--- src/rtl/fp_pkg.sv ---
// ---------------------------------------------------------------------------
// fp_pkg
// Shared definitions for the floating-point min/max reduction slice.
//   - default operand geometry (fp16) and the widest operand the helper
//     functions can handle (FP_MAX_W bits)
//   - reduction FSM state encoding
//   - helper functions: NaN detection, total-order key, canonical qNaN
// Helpers work on a zero-extended FP_MAX_W-bit word and take the field widths
// as arguments, so any EXP_W/MAN_W combination up to 64 bits total can use them.
// ---------------------------------------------------------------------------
package fp_pkg;

    localparam int FP_MAX_W       = 64;
    localparam int FP_DEF_EXP_W   = 5;
    localparam int FP_DEF_MAN_W   = 10;
    localparam int FP_DEF_W       = 1 + FP_DEF_EXP_W + FP_DEF_MAN_W;
    localparam int FP_DEF_IDX_W   = 8;

    typedef logic [FP_MAX_W-1:0] fp_word_t;

    typedef enum logic [1:0] {
        IDLE  = 2'd0,
        ACCUM = 2'd1,
        DONE  = 2'd2
    } state_e;

    // All-ones mask of the given width (a width of FP_MAX_W wraps to all ones).
    function automatic fp_word_t fp_field_mask(input int width);
        return (fp_word_t'(1) << width) - fp_word_t'(1);
    endfunction

    // NaN: exponent all ones with a non-zero mantissa.
    function automatic logic fp_is_nan(input fp_word_t x, input int exp_w, input int man_w);
        fp_word_t exp_mask;
        logic     exp_ones;
        logic     man_nz;
        exp_mask = fp_field_mask(exp_w);
        exp_ones = ((x >> man_w) & exp_mask) == exp_mask;
        man_nz   = (x & fp_field_mask(man_w)) != '0;
        return exp_ones && man_nz;
    endfunction

    // Maps a w-bit operand onto an unsigned key whose ordering matches the
    // numeric ordering, with -0 sorting just below +0.
    function automatic fp_word_t fp_order_key(input fp_word_t x, input int w);
        fp_word_t w_mask;
        fp_word_t sign_bit;
        w_mask   = fp_field_mask(w);
        sign_bit = fp_word_t'(1) << (w - 1);
        if ((x & sign_bit) != '0) begin
            return ~x & w_mask;
        end
        return (x | sign_bit) & w_mask;
    endfunction

    // Canonical quiet NaN: sign 0, exponent all ones, only the mantissa MSB set.
    function automatic fp_word_t fp_qnan(input int exp_w, input int man_w);
        return (fp_field_mask(exp_w) << man_w) | (fp_word_t'(1) << (man_w - 1));
    endfunction

endpackage

--- src/rtl/fp_order_cmp.sv ---
// ---------------------------------------------------------------------------
// fp_order_cmp
// Combinational "is b strictly better than a" test under the total order of
// non-NaN floating-point values. NaN operands are the caller's problem.
// Ports:
//   a        in  W  current champion
//   b        in  W  challenger
//   mode     in  1  0 = better means greater, 1 = better means smaller
//   b_better out 1  b strictly beats a (ties report 0)
// ---------------------------------------------------------------------------
module fp_order_cmp
    import fp_pkg::*;
#(
    parameter int W = FP_DEF_W
) (
    input  logic [W-1:0] a,
    input  logic [W-1:0] b,
    input  logic         mode,
    output logic         b_better
);

    logic [W-1:0] key_a;
    logic [W-1:0] key_b;

    // Keys compare as plain unsigned numbers; strict compare keeps ties on a.
    always_comb begin
        key_a    = W'(fp_order_key(fp_word_t'(a), W));
        key_b    = W'(fp_order_key(fp_word_t'(b), W));
        b_better = mode ? (key_b < key_a) : (key_b > key_a);
    end

endmodule

--- src/rtl/fp_minmax_reduce.sv ---
// ---------------------------------------------------------------------------
// fp_minmax_reduce
// Streaming min/max reduction over framed floating-point operands. Keeps a
// running extremum and its index, and presents the result one cycle after
// the last beat of a frame is accepted.
// Ports:
//   iClk, iRst_n        clock, asynchronous active-low reset
//   iMode               0 = max, 1 = min (taken from the first beat only)
//   iValid/oReady       input beat handshake
//   iData, iLast        operand, end-of-frame marker
//   oValid/iReady       result handshake
//   oZ                  reduced value (canonical qNaN if the frame held a NaN)
//   oIdx                index of the selected (or first NaN) element
//   oNaN                frame contained a NaN
//   oOvf                frame was longer than 2^IDX_W beats
// Operand width W = 1+EXP_W+MAN_W must not exceed 64.
// ---------------------------------------------------------------------------
module fp_minmax_reduce
    import fp_pkg::*;
#(
    parameter int EXP_W = FP_DEF_EXP_W,
    parameter int MAN_W = FP_DEF_MAN_W,
    parameter int IDX_W = FP_DEF_IDX_W
) (
    input  logic                       iClk,
    input  logic                       iRst_n,
    input  logic                       iMode,
    input  logic                       iValid,
    output logic                       oReady,
    input  logic [1+EXP_W+MAN_W-1:0]   iData,
    input  logic                       iLast,
    output logic                       oValid,
    input  logic                       iReady,
    output logic [1+EXP_W+MAN_W-1:0]   oZ,
    output logic [IDX_W-1:0]           oIdx,
    output logic                       oNaN,
    output logic                       oOvf
);

    localparam int               W       = 1 + EXP_W + MAN_W;
    localparam logic [W-1:0]     QNAN    = W'(fp_qnan(EXP_W, MAN_W));
    localparam logic [IDX_W-1:0] CNT_MAX = '1;
    localparam logic [IDX_W-1:0] CNT_ONE = IDX_W'(1);

    state_e           state_q, state_d;
    logic [W-1:0]     acc_q, acc_d;
    logic [IDX_W-1:0] idx_q, idx_d;
    logic [IDX_W-1:0] cnt_q, cnt_d;
    logic             sat_q, sat_d;
    logic             mode_q, mode_d;
    logic             nan_q, nan_d;
    logic             ovf_q, ovf_d;

    logic             accept;
    logic             consume;
    logic             first_beat;
    logic             in_nan;
    logic             in_better;

    // A pending result only blocks input while downstream is stalling it, so
    // a new frame can start in the same cycle the previous result drains.
    assign oReady = (state_q != DONE) || iReady;

    // Handshake decode. Any beat accepted outside ACCUM opens a new frame.
    always_comb begin
        accept     = iValid && oReady;
        consume    = (state_q == DONE) && iReady;
        first_beat = accept && (state_q != ACCUM);
        in_nan     = fp_is_nan(fp_word_t'(iData), EXP_W, MAN_W);
    end

    fp_order_cmp #(
        .W (W)
    ) u_cmp (
        .a        (acc_q),
        .b        (iData),
        .mode     (mode_q),
        .b_better (in_better)
    );

    // Next-state and accumulator update.
    // cnt_q is the index the next beat will get. It stops at CNT_MAX; sat_q
    // records that the beat at CNT_MAX has been taken, so only beats beyond
    // 2^IDX_W are flagged as overflow and kept out of the comparison.
    // Once a NaN is captured the accumulator is frozen for the rest of the frame.
    always_comb begin
        state_d = state_q;
        acc_d   = acc_q;
        idx_d   = idx_q;
        cnt_d   = cnt_q;
        sat_d   = sat_q;
        mode_d  = mode_q;
        nan_d   = nan_q;
        ovf_d   = ovf_q;

        if (consume && !accept) begin
            state_d = IDLE;
        end

        if (first_beat) begin
            mode_d  = iMode;
            acc_d   = in_nan ? QNAN : iData;
            idx_d   = '0;
            cnt_d   = CNT_ONE;
            sat_d   = 1'b0;
            nan_d   = in_nan;
            ovf_d   = 1'b0;
            state_d = iLast ? DONE : ACCUM;
        end else if (accept) begin
            if (in_nan && !nan_q) begin
                nan_d = 1'b1;
                acc_d = QNAN;
                idx_d = cnt_q;
            end else if (!nan_q && !in_nan && !sat_q && in_better) begin
                acc_d = iData;
                idx_d = cnt_q;
            end

            if (sat_q) begin
                ovf_d = 1'b1;
            end else if (cnt_q == CNT_MAX) begin
                sat_d = 1'b1;
            end else begin
                cnt_d = cnt_q + CNT_ONE;
            end

            if (iLast) begin
                state_d = DONE;
            end
        end
    end

    // State and datapath registers; reset drops any partial frame or result.
    always_ff @(posedge iClk or negedge iRst_n) begin
        if (!iRst_n) begin
            state_q <= IDLE;
            acc_q   <= '0;
            idx_q   <= '0;
            cnt_q   <= '0;
            sat_q   <= 1'b0;
            mode_q  <= 1'b0;
            nan_q   <= 1'b0;
            ovf_q   <= 1'b0;
        end else begin
            state_q <= state_d;
            acc_q   <= acc_d;
            idx_q   <= idx_d;
            cnt_q   <= cnt_d;
            sat_q   <= sat_d;
            mode_q  <= mode_d;
            nan_q   <= nan_d;
            ovf_q   <= ovf_d;
        end
    end

    // Outputs come straight from registers, so they hold while DONE stalls.
    always_comb begin
        oValid = (state_q == DONE);
        oZ     = acc_q;
        oIdx   = idx_q;
        oNaN   = nan_q;
        oOvf   = ovf_q;
    end

endmodule

--- config.mk ---
export PLATFORM = sky130hd
export DESIGN_NAME = fp_minmax_reduce
export DESIGN_NICKNAME = d
export VERILOG_FILES = /design/src/rtl/fp_pkg.sv /design/src/rtl/fp_order_cmp.sv /design/src/rtl/fp_minmax_reduce.sv
export SDC_FILE = /design/constraint.sdc
export NUM_CORES = 1
export LEC_CHECK = 0
export ABC_CLOCK_PERIOD_IN_PS = 4800
export CORE_UTILIZATION = 30
export DETAILED_ROUTE_END_ITERATION = 16
export PLACE_DENSITY = 0.47
export SETUP_SLACK_MARGIN = 0.3
export SLEW_MARGIN = 20
export SYNTH_ARGS = -nofsm -noshare
export SYNTH_HDL_FRONTEND = slang
export SYNTH_SLANG_ARGS = --single-unit
--- constraint.sdc ---
create_clock -name iClk -period 4.8 [get_ports iClk]
set_input_delay 0.96 -clock iClk [delete_from_list [all_inputs] [get_ports iClk]]
set_output_delay 0.96 -clock iClk [all_outputs]
set_load 0.02 [all_outputs]
==> flow_summary.json <==
{
  "nNetsFinal": 431,
  "clkTransAtPathRegs_ps": 80,
  "ios": 50,
  "clock_skew_ps": 10.0,
  "period_needed_ps": 3850,
  "synth_compound_area_share_pct": 20.7,
  "synth_mux_area_share_pct": 3.34,
  "hp-class": "flop to flop",
  "postSynth.asyncResetShare_pct": 100,
  "synth-xor-area-share_pct": 10.1,
  "first_pass_iters": 4,
  "layout_common_cells": "clkdlybuf4s50_1 (48), dfrtp_1 (38), nand3_1 (30), nand2_1 (24), xnor2_1 (21)",
  "yosys_warnings": 0,
  "drive_above_1_share_pct": 10.4,
  "endpoint_kind": "flop",
  "worst_slew_pin_slew_ps": 1030,
  "clock_latency_ps": 300,
  "max_freq_ghz": 0.260,
  "syn_nets": 394,
  "worst-setup-path-type": "input port to flop",
  "dieArea_um2": 10800,
  "synth_top_family_by_area": "simple AND/OR/NAND/NOR gates",
  "root_buffer": "clkbuf_8",
  "routed_via_density": 5.56,
  "overflow": 0,
  "syn2layout_area_growth_pct": 23.0,
  "grt_antenna_before_repair": 0,
  "total_power_mw": 1.70,
  "synth-edff-count": 0,
  "finalSetupTns_ps": 0,
  "cts_tree": "yes",
  "grt_max_degree": 39,
  "slew_viol_final": 0,
  "num-fill-cells": 1027,
  "postCtsSetupBuffers": 0,
  "synth-simple-area-share_pct": 22.6,
  "grt_pass1_vias": 2856,
  "gp_congestion": 0.750,
  "portBuffers": 49,
  "p_leak_nw": 1.49,
  "ys_types": 46,
  "hold_buffers": 0,
  "pwr_density_cell_nw_per_um2": 445,
  "die_y_um": 104,
  "finalSetupViolations": 0,
  "final_common_cell": "clkdlybuf4s50_1",
  "yosys.area_share.adder_pct": 6.84,
  "htreeDepth": 2,
  "ys_dominant_reg_cell": "dfrtp_1",
  "post-route-period-util_pct": 80.2,
  "postCtsResizedCells": 0,
  "slew_headroom_pct": 31.6,
  "required_ps": 4960,
  "grtUsageTotal_pct": 18.1,
  "utilization_pct": 38.6,
  "cts_sinks": 38,
  "worstSetupStartpointType": "input port",
  "postRouteAntennaNets": 0,
  "core-area_um2": 9910,
  "num_antenna_cells": 0,
  "grt_pass1_wl_um": 15700,
  "worstPathArrival_ps": 4020,
  "syn_area_per_cell_um2": 8.75,
  "start_util_pct": 31.4,
  "ys_seq_area_share_pct": 30.6,
  "hold_viol_final": 0,
  "drtIter0Drc": 192,
  "rows": 36,
  "num_vias": 2922,
  "synth_area_um2": 3110,
  "cts_made_buffers": 5,
  "wl_per_cell_um": 18.3,
  "status": "completed",
  "cp_max_fo": 17,
  "synth_seq_cells": 38,
  "wirelength_um": 9640,
  "cap_violations": 0,
  "post-route-drc-count": 0,
  "rsz0062_at_grt": "false",
  "vdd_drop_max_v": 0.000139,
  "dp_hpwl_um": 6690,
  "clock_path_buffers": 2,
  "die_w_um": 104,
  "syn_inst": 355
}
==> final timing paths <==
kind | start | endpoint | slack [ps] | cells past startpoint
worst max register to register | oZ[15]$_DFFE_PN0P_ | oIdx[3]$_DFFE_PN0P_ | 1230 | 9
worst max-delay path | iData[15] | oIdx[3]$_DFFE_PN0P_ | 950 | 11
min in group asynchronous | iRst_n | cnt_q[2]$_DFFE_PN0P_ | 800 | 1
worst min register to register | oOvf$_DFFE_PN0P_ | oOvf$_DFFE_PN0P_ | 510 | 2
worst min-delay path | oOvf$_DFFE_PN0P_ | oOvf$_DFFE_PN0P_ | 510 | 2
max in group asynchronous | iRst_n | mode_q$_DFFE_PN0P_ | 3420 | 1
==> critical path, stage by stage <==
cell             delay [ps]
clkdlybuf4s50_1         450
buf_4                   270
xor2_1                  120
ha_1                    310
nand4_1                 150
or4_4                   610
a21oi_4                 260
nor3_2                  110
buf_4                   210
o211ai_2                420
o211ai_1                130
==> final cells by class <==
type,instances,area (um^2),share of cell area (%)
flip-flops and latches,38,951,24.9
inverters,10,37.5,0.982
multi-input cells,276,1980,51.8
clock inverters,3,45.0,1.18
clock buffers,5,68.8,1.80
well taps,133,166,4.35
repair buffers,61,576,15.1
==> sequential cells by signal, indices dropped and copies added, names as in the netlist <==
name,flops
mode_q,1
oIdx,8
oZ,16
oNaN,1
sat_q,1
state_q,2
oOvf,1
cnt_q,8
==> per-stage QoR <==
stage	std cells	setup WS [ps]	hold WS, ps	instance area (um^2)
floorplan	355	825	495	3110
global placement	518	693	488	3710
detailed placement	518	634	495	3710
CTS	526	942	519	3820
global route	526	770	568	3820
finish	526	949	509	3820
==> Yosys cell counts, drive strengths merged, types with 13 or more instances <==
cell type	number	area, um^2
dfrtp	38	951
nand3	30	150
nand2	24	90.1
o21ai	24	124
xnor2	21	184
and3	17	106
clkbuf	17	63.8
ha	17	213
nor4	16	115
a221oi	15	131
o2111ai	15	131
xor2	15	131
buf	14	76.3
nor2	13	48.8
==> kinds of logic after synthesis <==
family | count (synthesis)
AOI/OAI and AO/OA | 87
xor gates and xnor gates | 36
adders and majority gates | 17
buffers and inverters | 41
DFF | 38
muxes | 9
and+or+nand+nor | 127
==> where the power goes <==
| group | internal, mW | switching (mW) |
|---|---|---|
| Combinational | 0.396 | 0.512 |
| Sequential | 0.382 | 0.128 |
| Clock | 0.155 | 0.128 |
| Total | 0.933 | 0.768 |
==> layer usage <==
metal  track usage (%)  share of wire (%)  vias up
met1              25.6                 49     1404
li1                  -                  -     1422
met3              3.02                4.3        6
met4              4.49               0.63        0
met5                 0                  0        -
met2              28.5                 46       90
Power figures use the tool's default switching activity.
